### src/rtl/cpu_pkg.sv
// Shared CPU definitions: datapath widths, opcode map and instruction field layout.
// Used by both the fetch unit and the execute core.
package cpu_pkg;

    localparam int INSTR_W = 19;
    localparam int ADDR_W  = 14;
    localparam int OPC_W   = 5;

    localparam logic [OPC_W-1:0] OPC_ADD  = 5'b00000;
    localparam logic [OPC_W-1:0] OPC_SUB  = 5'b00001;
    localparam logic [OPC_W-1:0] OPC_AND  = 5'b00010;
    localparam logic [OPC_W-1:0] OPC_OR   = 5'b00011;
    localparam logic [OPC_W-1:0] OPC_XOR  = 5'b00100;
    localparam logic [OPC_W-1:0] OPC_NOT  = 5'b00101;
    localparam logic [OPC_W-1:0] OPC_SHL  = 5'b00110;
    localparam logic [OPC_W-1:0] OPC_SHR  = 5'b00111;
    localparam logic [OPC_W-1:0] OPC_LD   = 5'b01000;
    localparam logic [OPC_W-1:0] OPC_ST   = 5'b01001;
    localparam logic [OPC_W-1:0] OPC_JMP  = 5'b01010;
    localparam logic [OPC_W-1:0] OPC_BEQ  = 5'b01011;
    localparam logic [OPC_W-1:0] OPC_BNE  = 5'b01100;
    localparam logic [OPC_W-1:0] OPC_CALL = 5'b01101;
    localparam logic [OPC_W-1:0] OPC_RET  = 5'b01110;
    localparam logic [OPC_W-1:0] OPC_MOV  = 5'b01111;
    localparam logic [OPC_W-1:0] OPC_PUSH = 5'b10000;
    localparam logic [OPC_W-1:0] OPC_POP  = 5'b10001;
    localparam logic [OPC_W-1:0] OPC_INC  = 5'b10010;
    localparam logic [OPC_W-1:0] OPC_DEC  = 5'b10011;

    typedef struct packed {
        logic [OPC_W-1:0] opcode;  // [18:14]
        logic [3:0]       rd;      // [13:10]
        logic [3:0]       rs;      // [9:6]
        logic [5:0]       lo;      // [5:0]
    } instr_t;

    typedef struct packed {
        logic [ADDR_W-1:0]  addr;
        logic [INSTR_W-1:0] instr;
    } fetch_entry_t;

    // Opcodes for which the core drives the redirect port.
    function automatic logic is_redirect_op(input logic [OPC_W-1:0] opc);
        return (opc >= OPC_JMP) && (opc <= OPC_RET);
    endfunction

endpackage

### src/rtl/fetch_fifo.sv
// Prefetch FIFO of {addr,instr} entries with a registered head and a synchronous clear.
// The head register is loaded directly from push data when the FIFO is (or becomes) empty.
module fetch_fifo
    import cpu_pkg::*;
#(
    parameter int DEPTH = 4
) (
    input  logic                     clk,
    input  logic                     rst,
    input  logic                     i_clear,
    input  logic                     i_push,
    input  fetch_entry_t             i_push_data,
    input  logic                     i_pop,
    output logic                     o_head_valid,
    output fetch_entry_t             o_head_data,
    output logic [$clog2(DEPTH):0]   o_count
);

    localparam int PTR_W = $clog2(DEPTH);
    localparam logic [PTR_W:0] FULL_C = (PTR_W+1)'(DEPTH);

    fetch_entry_t       r_mem [DEPTH];
    logic [PTR_W-1:0]   r_rd_ptr;
    logic [PTR_W-1:0]   r_wr_ptr;
    logic [PTR_W:0]     r_count;
    logic               r_head_valid;
    fetch_entry_t       r_head_data;

    logic               w_pop;
    logic               w_push;
    logic [PTR_W-1:0]   w_rd_next;
    logic [PTR_W:0]     w_count_next;
    logic               w_head_valid_next;
    fetch_entry_t       w_head_next;

    // Next pointer/count and next head entry; the slot being written this cycle is bypassed.
    always_comb begin
        w_pop  = i_pop && r_head_valid;
        w_push = i_push && ((r_count != FULL_C) || w_pop);
        if (w_pop) begin
            w_rd_next = r_rd_ptr + PTR_W'(1'b1);
        end else begin
            w_rd_next = r_rd_ptr;
        end
        case ({w_push, w_pop})
            2'b10:   w_count_next = r_count + (PTR_W+1)'(1'b1);
            2'b01:   w_count_next = r_count - (PTR_W+1)'(1'b1);
            default: w_count_next = r_count;
        endcase
        w_head_valid_next = (w_count_next != '0);
        if (!w_head_valid_next) begin
            w_head_next = '0;
        end else if (w_push && (r_wr_ptr == w_rd_next)) begin
            w_head_next = i_push_data;
        end else begin
            w_head_next = r_mem[w_rd_next];
        end
    end

    // Entry storage; contents are don't-care once the pointers are cleared.
    always_ff @(posedge clk) begin
        if (w_push && !i_clear) begin
            r_mem[r_wr_ptr] <= i_push_data;
        end
    end

    // Pointers, occupancy and head register.
    always_ff @(posedge clk or posedge rst) begin
        if (rst) begin
            r_rd_ptr     <= '0;
            r_wr_ptr     <= '0;
            r_count      <= '0;
            r_head_valid <= 1'b0;
            r_head_data  <= '0;
        end else if (i_clear) begin
            r_rd_ptr     <= '0;
            r_wr_ptr     <= '0;
            r_count      <= '0;
            r_head_valid <= 1'b0;
            r_head_data  <= '0;
        end else begin
            if (w_push) begin
                r_wr_ptr <= r_wr_ptr + PTR_W'(1'b1);
            end
            r_rd_ptr     <= w_rd_next;
            r_count      <= w_count_next;
            r_head_valid <= w_head_valid_next;
            r_head_data  <= w_head_next;
        end
    end

    assign o_head_valid = r_head_valid;
    assign o_head_data  = r_head_data;
    assign o_count      = r_count;

endmodule

### src/rtl/instr_fetch_unit.sv
// Fetch stage: PC, credit-based issue to a 1-cycle synchronous instruction memory,
// and redirect/flush handling in front of the prefetch FIFO.
module instr_fetch_unit
    import cpu_pkg::*;
#(
    parameter int                DEPTH    = 4,
    parameter logic [ADDR_W-1:0] RESET_PC = 14'd0
) (
    input  logic               clk,
    input  logic               rst,
    output logic               imem_en,
    output logic [ADDR_W-1:0]  imem_addr,
    input  logic [INSTR_W-1:0] imem_rdata,
    output logic               instr_valid,
    output logic [INSTR_W-1:0] instr,
    output logic [ADDR_W-1:0]  instr_pc,
    input  logic               instr_ready,
    input  logic               redirect_valid,
    input  logic [ADDR_W-1:0]  redirect_addr
);

    localparam int CNT_W = $clog2(DEPTH) + 1;
    localparam logic [CNT_W-1:0] DEPTH_C = CNT_W'(DEPTH);

    logic [ADDR_W-1:0] r_pc;
    logic [ADDR_W-1:0] r_req_addr;
    logic              r_inflight;
    logic              r_discard;

    logic [CNT_W-1:0]  w_count;
    logic [CNT_W-1:0]  w_credit;
    logic              w_issue;
    logic              w_push;
    logic              w_pop;
    logic              w_head_valid;
    fetch_entry_t      w_push_data;
    fetch_entry_t      w_head;

    // Credit counts the in-flight word so the FIFO can always absorb it; a pop never refunds same-cycle.
    always_comb begin
        w_credit    = w_count + {{(CNT_W-1){1'b0}}, r_inflight};
        w_issue     = !rst && !redirect_valid && (w_credit < DEPTH_C);
        w_push      = r_inflight && !r_discard && !redirect_valid;
        w_pop       = w_head_valid && instr_ready && !redirect_valid;
        w_push_data = '{addr: r_req_addr, instr: imem_rdata};
    end

    // PC and request-tracking flags.
    always_ff @(posedge clk or posedge rst) begin
        if (rst) begin
            r_pc       <= RESET_PC;
            r_req_addr <= '0;
            r_inflight <= 1'b0;
            r_discard  <= 1'b0;
        end else begin
            if (redirect_valid) begin
                r_pc <= redirect_addr;
            end else if (w_issue) begin
                r_pc <= r_pc + 14'd1;
            end
            if (w_issue) begin
                r_req_addr <= r_pc;
            end
            r_inflight <= w_issue;
            r_discard  <= redirect_valid && r_inflight;
        end
    end

    fetch_fifo #(
        .DEPTH (DEPTH)
    ) u_fifo (
        .clk          (clk),
        .rst          (rst),
        .i_clear      (redirect_valid),
        .i_push       (w_push),
        .i_push_data  (w_push_data),
        .i_pop        (w_pop),
        .o_head_valid (w_head_valid),
        .o_head_data  (w_head),
        .o_count      (w_count)
    );

    assign imem_en     = w_issue;
    assign imem_addr   = r_pc;
    assign instr_valid = w_head_valid;
    assign instr       = w_head.instr;
    assign instr_pc    = w_head.addr;

endmodule

### config.mk
export PLATFORM = sky130hd
export DESIGN_NAME = instr_fetch_unit
export DESIGN_NICKNAME = d
export VERILOG_FILES = /design/src/rtl/cpu_pkg.sv /design/src/rtl/fetch_fifo.sv /design/src/rtl/instr_fetch_unit.sv
export SDC_FILE = /design/constraint.sdc
export NUM_CORES = 1
export LEC_CHECK = 0
export ABC_AREA = 1
export CELL_PAD_IN_SITES_DETAIL_PLACEMENT = 2
export CELL_PAD_IN_SITES_GLOBAL_PLACEMENT = 2
export CORE_MARGIN = 4
export CORE_UTILIZATION = 37
export DETAILED_ROUTE_END_ITERATION = 10
export HOLD_SLACK_MARGIN = 0.12
export PLACE_DENSITY = 0.79
export SLEW_MARGIN = 20
export SYNTH_ARGS = -nofsm -noshare
export SYNTH_HDL_FRONTEND = slang
export SYNTH_SLANG_ARGS = --single-unit
### constraint.sdc
create_clock -name clk -period 3.12 [get_ports clk]
set_input_delay 0.468 -clock clk [delete_from_list [all_inputs] [get_ports clk]]
set_output_delay 0.468 -clock clk [all_outputs]
set_load 0.02 [all_outputs]
# ---- After elaboration in Yosys (flattened, before gate mapping)
# Memories as Yosys holds them, arrays and structs flattened.
# Index checks and enable logic that the tools add are counted.
dict set report classes {
  mux 14
  magnitude_cmp 1
  reduce_logical 18
  n_addsub 6
  eq_ne 4
}
# cell n
set ops {}
lappend ops {{33-bit 2-to-1 mux} 3}
lappend ops {{14-bit 2-to-1 mux} 2}
lappend ops {{14-bit by 1-bit adder with 14-bit output, second input constant} 1}
lappend ops {{1-bit logical AND} 11}
lappend ops {{2-bit 2-to-1 mux} 4}
lappend ops {{3-bit case mux with 2 select lines} 1}
lappend ops {{2-bit by 1-bit adder with 2-bit output, second input constant} 2}
lappend ops {{2-bit nonzero test} 2}
lappend ops {{3-bit by 1-bit adder with 3-bit output} 1}
lappend ops {{3-bit by 1-bit adder with 3-bit output, second input constant} 1}
lappend ops {{1-bit zero test} 3}
lappend ops {{3-bit less-than comparator, second input constant} 1}
lappend ops {{1-bit 2-to-1 mux} 3}
lappend ops {{3-bit 2-to-1 mux} 1}
lappend ops {{3-bit inequality test, second input constant} 1}
lappend ops {{3-bit nonzero test} 1}
lappend ops {{3-bit by 1-bit subtractor with 3-bit output, second input constant} 1}
lappend ops {{2-bit by 1-bit == test with 1-bit output, second input constant} 1}
lappend ops {{2-bit == test} 1}
lappend ops {{2-bit == test, second input constant} 1}
lappend ops {{1-bit logical OR} 1}
dict set report totals {
  elab_cells 54
  in_bits 37
  mem_bits_rw 132
  ff_bits 71
  n_memories 1
}
# name words width rd rd_ports_with_merged_regs write_ports line_no
set mem_list {}
lappend mem_list {u_fifo.r_mem 4 33 1 0 1 fetch_fifo.sv:22} ;# fetch_entry_t r_mem [DEPTH];

# ---- Logic depth before layout (Yosys ltp)
# Gate-level depths: netlist of run 1.
dict set report logic_depth {
  ltp_word 10
  depth_mapped 13
}

# ---- Cells and area by module
# From an unflattened synthesis of run 1, not the netlist that was laid out.
dict set report hier_totals {
  hier_cells 892
  hier_area_um2 8868.5
}
# module cells_each seq_area_each_um2 n_inst area_each_um2
set modules_own_cells {}
lappend modules_own_cells {fetch_fifo 679 4989.8 1 7186.9}
lappend modules_own_cells {instr_fetch_unit 213 750.7 1 1681.6}

# ---- Least setup slack after synthesis of run 1
# No wires, ideal clock.
dict set report synth_timing {
  path_type {register -> register}
  startpoint {register u_fifo.r_head_valid, in the netlist u_fifo.o_head_valid}
  endpoint {memory u_fifo.r_mem[1][0] in the netlist's numbering, enable pin}
  stages_incl_launch_ff 7
  setup_slack_ns 0.271
  arrival_ns 2.426
  synth_period_minus_slack_ns 2.849
  setup_time_ns 0.423
  n_path_buf 0
  required_ns 2.697
  cell_sequence {dfrtp_1 > nand2_2 > nor2_2 > nor2_1 > nor2_2 > inv_2 > nor2_1}
}
dict set report synth_via {
  elab_chain_cells 8
}
# item line_no
set synth_rtl {}
lappend synth_rtl {{from (decl)} fetch_fifo.sv:26} ;# logic r_head_valid;
lappend synth_rtl {{from (signal assigned)} fetch_fifo.sv:87} ;# r_head_valid <= w_head_valid_next;
lappend synth_rtl {{1-bit logical AND (2 in a row)} instr_fetch_unit.sv:44} ;# w_pop = w_head_valid && instr_ready && !redirect_valid;
lappend synth_rtl {{1-bit logical AND (*)} fetch_fifo.sv:38} ;# w_pop = i_pop && r_head_valid;
lappend synth_rtl {{1-bit logical OR (*)} fetch_fifo.sv:39} ;# w_push = i_push && ((r_count != FULL_C) || w_pop);
lappend synth_rtl {{1-bit logical AND (*)} fetch_fifo.sv:39}
lappend synth_rtl {{1-bit logical AND (*)} fetch_fifo.sv:62} ;# if (w_push && !i_clear) begin
lappend synth_rtl {{1-bit 2-to-1 mux (*)} fetch_fifo.sv:62}
lappend synth_rtl {{1-bit 2-to-1 mux (implied by the code) (*)} fetch_fifo.sv:63} ;# r_mem[r_wr_ptr] <= i_push_data;
lappend synth_rtl {{to (decl)} fetch_fifo.sv:22}
# Mark *: on every way between the ends. The rest lies on a longest branch, timed or not.

# ---- Worst setup path after layout of run 1
dict set report layout_timing {
  startpoint {input port redirect_valid}
  endpoint {output port imem_en}
}
dict set report layout_via {
  elab_chain_cells 3
}
# item line_no
set layout_rtl {}
lappend layout_rtl {{from (decl)} instr_fetch_unit.sv:18} ;# input logic redirect_valid,
lappend layout_rtl {{1-bit zero test} instr_fetch_unit.sv:42} ;# w_issue = !rst && !redirect_valid && (w_credit < DEPTH_C);
lappend layout_rtl {{1-bit logical AND (2 in a row)} instr_fetch_unit.sv:42}
lappend layout_rtl {{to (decl)} instr_fetch_unit.sv:11} ;# output logic imem_en,
# No other way between the ends.

==> results.sh, run 1 <==
export IMPL_yosys_most_used_dff="edfxtp_1"
export IMPL_io_pins=86
export IMPL_cpPeakStageDelay_ns=0.61
export IMPL_yosys_warnings=0
export IMPL_grt_max_degree=68
export IMPL_synth_area_mm2=0.00873
export IMPL_cts_hold_buf=0
export IMPL_cts_made_buffers=24
export IMPL_nets=963
export IMPL_combinationalPowerShare_pct=18.6
export IMPL_p_sw_mw=2.16
export IMPL_die_area_mm2=0.0261
export IMPL_cp_end_kind="primary output"
export IMPL_irDropWorstVdd_mv=0.268
export IMPL_path_clk_slew_ns=0.05
export IMPL_routabilityCongestion=0.731
export IMPL_min_period_ns=2.54
export IMPL_wirelength_um=27800
export IMPL_path_max_fanout=13
export IMPL_grt_pass1_wl_um=43700
export IMPL_cp_start_kind="primary input"
export IMPL_syn_avg_cell_area_um2=10.5
export IMPL_seq_area_frac_synth_pct=65.8
export IMPL_drt_vias_per_instance=5.28
export IMPL_synth_edf_count=132
export IMPL_yosysTopAreaCellShare_pct=45.4
export IMPL_cts_tree="yes"
export IMPL_rsz0062_at_grt="no"
export IMPL_postCtsSetupBuffers=0
export IMPL_ctsRootBufferMaster="clkbuf_16"
export IMPL_p_int_mw=5.35
export IMPL_instances_no_fill=1251
export IMPL_fmax_ghz=0.394
export IMPL_hpwl_um=16500
export IMPL_io_buffers=85
export IMPL_switching_share_pct=28.7
export IMPL_drv_cap=0
export IMPL_die_width_um=162
export IMPL_die_h_um=162
export IMPL_worstPathRequired_ns=2.65
export IMPL_cts_htree_levels=1
export IMPL_synth_commonest_cells="241 x nand2_1, 151 x nand3_1, 132 x edfxtp_1"
export IMPL_tightestPinTransition_ns=0.816
export IMPL_diodes=0
export IMPL_drt_pass1_iter_count=5
export IMPL_max_slew_margin_pct=45.6
export IMPL_grt_ovfl_total=0
export IMPL_wl_per_cell_um=22.2
export IMPL_start_util_pct=38.1
export IMPL_ys_async_sr_fraction_pct=35.0
export IMPL_clk_latency_ns=0.52
export IMPL_fin_skew_ns=0.0126
export IMPL_maxSlewViolCount=0
export IMPL_drt_iter0_markers=373
export IMPL_synth_most_common_cell="nand2_1"
export IMPL_syn_inst=831
export IMPL_setup_violations=0
export IMPL_grt_pass1_vias=7552
export IMPL_rows=55
export IMPL_final_hold_viol_count=0
export IMPL_clkPwrFrac_pct=37.8
export IMPL_status="finished clean"
export IMPL_post_route_period_util_pct=81.3
export IMPL_fin_setup_tns_ns=0
export IMPL_leakage_nw=4.47
export IMPL_ys_ff_latch=203
export IMPL_synth_top_cell_by_area="edfxtp_1"
export IMPL_drc_errors=0
export IMPL_num_vias=6607
export IMPL_ys_types=33
export IMPL_drive_gt1_share_pct=8.21
export IMPL_syn_to_final_growth_pct=23.7
export IMPL_seq_power_share_pct=43.6
export IMPL_core_area_mm2=0.0229
export IMPL_arrival_ns=2.07
export IMPL_antenna_found_initial=0
export IMPL_slowest_stage="clkdlybuf4s50_1"
export IMPL_path_cells="clkdlybuf4s50_1 -> buf_4 -> nor2_1 -> nand3_1 -> inv_1 -> clkdlybuf4s50_1"
export IMPL_power_density_mw_per_mm2=695
export IMPL_cts_resized=0
export IMPL_crit_top_cell="clkdlybuf4s50_1"
export IMPL_grt_usage_pct=21.4
export IMPL_cts_sinks=203
export IMPL_ctsLongestPathBuffers=3
export IMPL_yosys_top_cells_area="edfxtp_1 45%, dfrtp_1 20%, nand2_1 10%, nand3_1 8.7%, nand3b_1 2.9%"
export IMPL_ant_nets=0
export IMPL_synth_fp_nets=874
export IMPL_holdCritPathClass="primary input to asynchronous set/reset pin"
export IMPL_crit_type="primary input to primary output"
export IMPL_dp_cells=1207
layer usage:
metal  wire, um  up-vias  track usage (%)
li1           -     2996                -
met1      11400     3389             26.7
met2      14500      179             38.4
met3       1360       43             3.29
met4        580        0             6.20
met5          0        -                0
state kept, by name (all words and copies together), names as in the netlist:
name / cells
u_fifo.r_mem: 132
u_fifo.o_head_data: 33
imem_addr: 14
r_req_addr: 14
u_fifo.o_count: 3
u_fifo.r_rd_ptr: 2
u_fifo.r_wr_ptr: 2
r_discard: 1
r_inflight: 1
u_fifo.o_head_valid: 1
power by group through the flow:
stage | registers [mW] | clock network, mW | logic (mW)
6_report | 3.27 | 2.84 | 1.40
5_1_grt | 3.30 | 3.03 | 1.54
4_1_cts | 3.27 | 2.91 | 1.43
3_5_place_dp | 3.32 | 0 | 1.40
3_3_place_gp | 3.30 | 0 | 1.33
2_1_floorplan | 3.40 | 0 | 0.657
kinds of logic (layout without fill, tap and decap cells):
kind of cell,Yosys count,count (layout),share of synthesized area (%)
adders and majority gates,6,6,0.946
buffers and inverters,87,194,4.62
DFF,203,203,65.8
AOI/OAI and AO/OA,32,32,2.24
xor gates and xnor gates,5,5,0.502
and+or+nand+nor,498,498,25.9
path summary, 6_finish.rpt:
path                                                from  slack, ns                               end  depth (start not counted)
hold reg to reg                r_req_addr[0]$_DFFE_PP0P_       0.55     u_fifo.r_mem[1][19]$_DFFE_PP_                          0
min in group clk                        redirect_addr[0]       0.51          imem_addr[0]$_DFFE_PP0P_                          3
hold / removal                                       rst       0.45               r_discard$_DFF_PP0_                          2
max in group asynchronous                            rst       1.97    u_fifo.r_wr_ptr[1]$_DFFE_PP0P_                          3
setup / recovery                          redirect_valid       0.58                           imem_en                          6
setup reg to reg           u_fifo.o_head_valid$_DFF_PP0_       0.73  u_fifo.o_head_data[29]$_DFF_PP0_                         12
area by class of cell:
class                      count  area [um^2]
sequential                   203         5740
inverter                      41          155
tap                          313          392
fill                        2355        12100
multi-input combinational    541         2610
clock buffer                  34          669
clock inverter                10          120
timing repair buffer         109         1120
critical path, delay by kind of cell:
family	cells	cell delay [ns]
buffers and inverters	4	1.38
and+or+nand+nor	2	0.22
metrics by stage:
step	instance area [um^2]	util [%]	worst slack (ns)	total power, mW	hold slack, ns
3_5_place_dp	10000	43.7	0.186	4.71	0.524
2_1_floorplan	8730	-	0.271	4.05	0.476
3_3_place_gp	10000	43.7	0.275	4.63	0.494
4_1_cts	10800	47.1	0.526	7.61	0.465
5_1_grt	10800	47.1	0.463	7.86	0.508
6_report	10800	47.1	0.582	7.50	0.445
placed cells by master (no fill, tap or decap), drive strengths merged:
master	Yosys	layout
a21oi	1	1
a22o	1	1
a31oi	1	1
buf	37	24
bufinv	0	3
clkbuf	9	34
clkdlybuf4s50	0	85
clkinv	0	8
dfrtp	71	71
edfxtp	132	132
fa	1	1
ha	5	5
inv	41	40
nand2	246	246
nand3	153	153
nand3b	34	34
nand4	4	4
nor2	59	59
nor3	1	1
o211ai	5	5
o21ai	19	19
o21bai	1	1
o221ai	3	3
o311ai	1	1
or2	1	1
xor2	5	5
(Power assumes the default switching activity.)
==> inputs of run 2 (changes only) <==
==> constraint.sdc (replaced) <==
create_clock -name clk -period 2.7 [get_ports clk]
set_input_delay 0.405 -clock clk [delete_from_list [all_inputs] [get_ports clk]]
set_output_delay 0.405 -clock clk [all_outputs]
set_load 0.02 [all_outputs]
==> results.sh, run 2 (same netlist as run 1, synthesis figures left out) <==
export IMPL_status="finished clean"
export IMPL_tightestPinTransition_ns=0.651
export IMPL_postCtsSetupBuffers=0
export IMPL_power_density_mw_per_mm2=779
export IMPL_drt_vias_per_instance=5.27
export IMPL_grt_usage_pct=21.5
export IMPL_cts_made_buffers=23
export IMPL_fmax_ghz=0.410
export IMPL_io_pins=86
export IMPL_path_clk_slew_ns=0.06
export IMPL_crit_family="buffers and inverters"
export IMPL_final_hold_viol_count=0
export IMPL_min_period_ns=2.44
export IMPL_die_area_mm2=0.0261
export IMPL_fill_cells=2387
export IMPL_finalPower_mw=8.42
export IMPL_holdCritPathClass="primary input to asynchronous set/reset pin"
export IMPL_ctsLongestPathBuffers=3
export IMPL_syn_to_final_growth_pct=23.9
export IMPL_io_buffers=85
export IMPL_antenna_found_initial=0
export IMPL_drc_errors=0
export IMPL_rows=55
export IMPL_grt_ovfl_total=0
export IMPL_path_buf_inv=2
export IMPL_cts_resized=0
export IMPL_wirelength_um=27800
export IMPL_largest_reg_flops=132
export IMPL_cts_htree_levels=1
export IMPL_drive_gt1_share_pct=9.23
export IMPL_path_cells="nand3_1 -> nand2_1 -> nand3_1 -> inv_1 -> clkdlybuf4s50_1"
export IMPL_seq_power_share_pct=45.0
export IMPL_crit_type="flop to primary output"
export IMPL_p_sw_mw=2.50
export IMPL_core_area_mm2=0.0229
export IMPL_max_slew_margin_pct=56.5
export IMPL_cp_depth=5
export IMPL_ant_nets=0
export IMPL_dp_cells=1215
export IMPL_arrival_ns=2.03
export IMPL_setup_violations=0
export IMPL_combinationalPowerShare_pct=19.5
export IMPL_die_width_um=162
export IMPL_fin_skew_ns=0.0108
export IMPL_routabilityCongestion=0.749
export IMPL_ctsRootBufferMaster="clkbuf_16"
export IMPL_leakage_nw=4.48
export IMPL_drt_iter0_markers=441
export IMPL_die_h_um=162
export IMPL_clkPwrFrac_pct=35.5
export IMPL_maxSlewViolCount=0
export IMPL_hpwl_um=16600
export IMPL_irDropWorstVdd_mv=0.316
export IMPL_switching_share_pct=29.7
export IMPL_start_util_pct=38.1
export IMPL_instances_no_fill=1256
export IMPL_slowest_stage="clkdlybuf4s50_1"
export IMPL_wl_per_cell_um=22.1
export IMPL_post_route_period_util_pct=90.4
export IMPL_grt_pass1_vias=7593
export IMPL_drv_cap=0
export IMPL_drt_pass1_iter_count=4
export IMPL_cts_sinks=203
export IMPL_final_common_cell="nand2_1"
export IMPL_clk_latency_ns=0.51
export IMPL_reg2reg_depth=12
export IMPL_regMostFlops="u_fifo.r_mem"
export IMPL_mostFrequentLayoutCells="241 x nand2_1, 151 x nand3_1, 132 x edfxtp_1"
export IMPL_nets=970
export IMPL_crit_top_cell="nand3_1"
export IMPL_num_vias=6615
export IMPL_worstPathRequired_ns=2.30
export IMPL_grt_max_degree=68
export IMPL_p_int_mw=5.92
export IMPL_diodes=0
export IMPL_cp_end_kind="primary output"
export IMPL_cts_tree="yes"
export IMPL_rsz0062_at_grt="no"
export IMPL_cp_start_kind="flop"
export IMPL_cts_hold_buf=0
export IMPL_path_max_fanout=6
export IMPL_grt_pass1_wl_um=43700
export IMPL_cpPeakStageDelay_ns=0.62
-- run 2: cell count changes in the layout (fill, tap and decap cells not counted), sizes merged --
| cell | change |
|---|---|
| clkbuf | -3 |
| clkinvlp | +2 |
| bufinv | -2 |
| buf | +8 |
-- run 2: power by group through the flow --
stage	Combinational [mW]	Clock [mW]	Sequential, mW
3_3_place_gp	1.56	0	3.82
6_report	1.65	2.99	3.79
3_5_place_dp	1.63	0	3.84
2_1_floorplan	0.759	0	3.92
4_1_cts	1.68	3.07	3.79
5_1_grt	1.82	3.22	3.81
-- run 2: worst reg2reg max path, stage by stage, from the launching register on --
cell and delay (ns):
dfrtp_1 0.51, nand2_2 0.13, nor2_2 0.04, nand2_1 0.09, inv_1 0.05, fa_1 0.39
nand3b_1 0.20, nand3_1 0.10, nand2_1 0.05, nor2_1 0.22, nor2_4 0.09, buf_4 0.19
nor2_1 0.14
-- run 2: stage by stage --
step	cell area, um^2	worst slack [ns]	hold slack, ns	setup TNS, ns	util [%]
final	10800	0.260	0.329	0	47.2
after CTS	10800	0.208	0.328	0	47.2
after global routing	10800	0.0984	0.353	0	47.2
after global placement	10100	0.164	0.491	0	44.1
after floorplan	8730	-0.149	0.476	-19.61	-
after detailed placement	10100	0.00523	0.522	0	44.1
-- run 2: layout make-up --
class	instances	area (um^2)	share of cell area [%]
clock buffer	31	626	5.78
clock inverter	10	82.6	0.763
inverter	41	155	1.43
multi-input combinational	541	2610	24.1
sequential	203	5740	53.1
tap	313	392	3.62
timing repair buffer	117	1220	11.2
-- run 2: path summary, 6_finish.rpt --
kind | slack [ns] | to | startpoint
min in group clk | 0.45 | imem_addr[0]$_DFFE_PP0P_ | redirect_addr[0]
max reg2reg | 0.43 | u_fifo.o_head_data[32]$_DFF_PP0_ | u_fifo.o_head_valid$_DFF_PP0_
min reg2reg | 0.54 | u_fifo.r_mem[3][19]$_DFFE_PP_ | r_req_addr[0]$_DFFE_PP0P_
max | 0.26 | imem_en | u_fifo.o_count[0]$_DFF_PP0_
max in group asynchronous | 1.65 | u_fifo.o_head_data[23]$_DFF_PP0_ | rst
min | 0.33 | u_fifo.o_head_data[20]$_DFF_PP0_ | rst
-- run 2: per-layer routing --
layer	vias up	part of all wire [%]	GRT usage, %	wire length [um]
met2	170	52	39.1	14600
met3	28	4.9	2.96	1360
met4	0	1.4	4.42	380
met5	-	0	0	0
met1	3409	41	27.4	11500
li1	3008	-	-	-
==> inputs of run 3 (changes only) <==
--- a/config.mk
+++ b/config.mk
@@ -5,14 +5,13 @@
 export SDC_FILE = /design/constraint.sdc
 export NUM_CORES = 1
 export LEC_CHECK = 0
-export ABC_AREA = 1
 export CELL_PAD_IN_SITES_DETAIL_PLACEMENT = 2
 export CELL_PAD_IN_SITES_GLOBAL_PLACEMENT = 2
 export CORE_MARGIN = 4
-export CORE_UTILIZATION = 37
+export CORE_UTILIZATION = 40
 export DETAILED_ROUTE_END_ITERATION = 10
 export HOLD_SLACK_MARGIN = 0.12
-export PLACE_DENSITY = 0.79
+export PLACE_DENSITY = 0.8
 export SLEW_MARGIN = 20
 export SYNTH_ARGS = -nofsm -noshare
 export SYNTH_HDL_FRONTEND = slang
==> results.sh, run 3 <==
export IMPL_status="finished clean"
export IMPL_grt_met1_usage_pct=27.9
export IMPL_drt_pass1_iter_count=5
export IMPL_seq_power_share_pct=47.4
export IMPL_r2r_start="r_inflight$_DFF_PP0_"
export IMPL_placed_cell_area_mm2=0.0106
export IMPL_syn_avg_cell_area_um2=12.7
export IMPL_p_sw_mw=1.97
export IMPL_path_cells="nor3b_2 -> nor2_1 -> fa_1 -> nor3_2 -> a211oi_2 -> a2111oi_4 -> nor2_4 -> buf_12 -> a21oi_2"
export IMPL_yosys_warnings=0
export IMPL_path_max_fanout=22
export IMPL_leakage_nw=4.20
export IMPL_arrival_ns=2.96
export IMPL_regArea_mm2=0.00575
export IMPL_drv_cap=0
export IMPL_num_vias=6443
export IMPL_ctsLongestPathBuffers=3
export IMPL_grt_ovfl_total=0
export IMPL_p_int_mw=5.82
export IMPL_drt_iter0_markers=365
export IMPL_cpPeakStageDelay_ns=0.44
export IMPL_dp_cells=1080
export IMPL_cts_tree="yes"
export IMPL_post_route_period_util_pct=94.1
export IMPL_switching_share_pct=25.3
export IMPL_ant_nets=0
export IMPL_routabilityCongestion=0.806
export IMPL_nets=862
export IMPL_rsz0062_at_grt="no"
export IMPL_cp_end_kind="flop"
export IMPL_synth_area_mm2=0.00916
export IMPL_synth_commonest_cells="132 x edfxtp_1, 85 x nand2_1, 71 x dfrtp_1"
export IMPL_clkPwrFrac_pct=40.9
export IMPL_irDropWorstVdd_mv=0.438
export IMPL_final_common_cell="edfxtp_1"
export IMPL_setup_violations=0
export IMPL_synth_top_cell_by_area="edfxtp_1"
export IMPL_start_util_pct=40.6
export IMPL_r2r_end="u_fifo.o_head_data[14]$_DFF_PP0_"
export IMPL_ys_types=54
export IMPL_multi_input_area_mm2=0.00306
export IMPL_holdCritPathClass="primary input to asynchronous set/reset pin"
export IMPL_postCtsSetupBuffers=0
export IMPL_rows=55
export IMPL_antenna_found_initial=0
export IMPL_crit_type="flop to flop"
export IMPL_maxSlewViolCount=0
export IMPL_reg2reg_depth=9
export IMPL_path_clk_slew_ns=0.07
export IMPL_regMostFlops="u_fifo.r_mem"
export IMPL_ys_async_sr_fraction_pct=35.0
export IMPL_diodes=0
export IMPL_clk_latency_ns=0.51
export IMPL_synth_edf_count=132
export IMPL_drive_gt1_share_pct=21.3
export IMPL_die_width_um=159
export IMPL_die_area_mm2=0.0254
export IMPL_cp_depth=9
export IMPL_drt_vias_per_instance=5.75
export IMPL_wl_per_cell_um=25.5
export IMPL_grt_pass1_wl_um=44700
export IMPL_yosysTopAreaCellShare_pct=43.3
export IMPL_fin_skew_ns=0.0161
export IMPL_max_slew_margin_pct=42.8
export IMPL_worstPathRequired_ns=3.12
export IMPL_cts_htree_levels=1
export IMPL_met2_usage_pct=40.7
export IMPL_grt_max_degree=77
export IMPL_seq_area_frac_synth_pct=62.7
export IMPL_synth_fp_nets=763
export IMPL_cp_start_kind="flop"
export IMPL_wirelength_um=28500
export IMPL_reg2reg_slack_ns=0.16
export IMPL_cts_sinks=203
export IMPL_yosys_most_used_dff="edfxtp_1"
export IMPL_syn_inst=720
export IMPL_instances_no_fill=1120
export IMPL_grt_pass1_vias=7515
export IMPL_cts_resized=1
export IMPL_tightestPinTransition_ns=0.859
export IMPL_stdcell_area_mm2=0.0114
export IMPL_fill_cells=2196
export IMPL_grt_busiest_layer="met2"
export IMPL_die_h_um=159
export IMPL_path_buf_inv=1
export IMPL_use_met3_pct=3.08
export IMPL_grt_usage_pct=22.2
export IMPL_core_area_mm2=0.0226
export IMPL_synth_most_common_cell="edfxtp_1"
export IMPL_combinationalPowerShare_pct=11.7
export IMPL_cts_made_buffers=22
export IMPL_io_buffers=85
export IMPL_largest_reg_flops=132
export IMPL_hpwl_um=17500
export IMPL_drc_errors=0
export IMPL_cts_hold_buf=0
export IMPL_power_density_mw_per_mm2=686
export IMPL_slowest_stage="a2111oi_4"
export IMPL_syn_to_final_growth_pct=24.2
export IMPL_crit_family="simple AND/OR/NAND/NOR gates"
export IMPL_min_period_ns=2.54
export IMPL_io_pins=86
export IMPL_ys_ff_latch=203
export IMPL_mostFrequentLayoutCells="132 x edfxtp_1, 85 x nand2_1, 84 x clkdlybuf4s50_1"
export IMPL_fmax_ghz=0.394
export IMPL_final_hold_viol_count=0
export IMPL_yosys_top_cells_area="edfxtp_1 43%, dfrtp_1 19%, mux2_2 5.8%, mux2i_1 3.7%, nand2_1 3.5%"
export IMPL_ctsRootBufferMaster="clkbuf_16"
-- run 3: power by group through the flow --
stage,Clock (mW),Sequential (mW),Combinational [mW]
CTS,3.26,3.69,0.922
floorplan,0,3.75,0.413
detailed placement,0,3.75,0.905
finish,3.19,3.69,0.912
global route,3.39,3.71,0.978
global placement,0,3.72,0.855
-- run 3: how the worst max path moves through the flow --
stage / start / slack (ns) / endpoint
global placement: redirect_valid / -0.10 / u_fifo.o_head_data[0]$_DFF_PP0_
global route: r_inflight$_DFF_PP0_ / 0.03 / u_fifo.o_head_data[14]$_DFF_PP0_
CTS: r_inflight$_DFF_PP0_ / 0.12 / u_fifo.o_head_data[14]$_DFF_PP0_
floorplan: redirect_valid / 0.25 / u_fifo.o_head_data[23]$_DFF_PP0_
finish: r_inflight$_DFF_PP0_ / 0.16 / u_fifo.o_head_data[14]$_DFF_PP0_
detailed placement: redirect_valid / -0.33 / u_fifo.o_head_data[28]$_DFF_PP0_
-- run 3: cells by family after synthesis --
| group | share of synthesized area, % |
|---|---|
| flops | 62.7 |
| compound gates | 13.9 |
| buf+inv | 4.14 |
| fa+ha+maj | 0.902 |
| simple gates | 6.80 |
| mux | 9.62 |
| xor+xnor | 1.95 |
-- run 3: cell type report --
cell class | instances | area share, %
multi-input cells | 428 | 26.9
clock inverters | 14 | 1.31
repair buffers | 127 | 11.5
clock buffers | 26 | 5.42
inverters | 37 | 1.23
well taps | 285 | 3.14
flip-flops and latches | 203 | 50.5
-- run 3: stage by stage --
stage | power (mW) | util (%) | setup WS, ns | hold slack (ns) | setup TNS, ns
after global routing | 8.08 | 50.4 | 0.0296 | 0.287 | 0
after CTS | 7.88 | 50.4 | 0.120 | 0.254 | 0
after floorplan | 4.17 | - | 0.246 | 0.480 | 0
final | 7.80 | 50.4 | 0.160 | 0.256 | 0
after detailed placement | 4.65 | 47.0 | -0.326 | 0.544 | -9.79
after global placement | 4.58 | 47.0 | -0.104 | 0.518 | -2.70
-- run 3: worst reg2reg max path: cells and delay by family (launching register included) --
kind	cells	cell delay [ns]
AO/OA/AOI/OAI	3	0.71
adder cells (fa/ha/maj)	1	0.42
buffers and inverters	1	0.20
flip-flops	1	0.41
AND/OR/NAND/NOR	4	0.72
-- run 3: layer usage --
layer / vias to the layer above / share of wire, %
li1: 2861 / -
met1: 3391 / 42
met2: 156 / 52
met3: 35 / 3.8
met4: 0 / 1.8
met5: - / 0
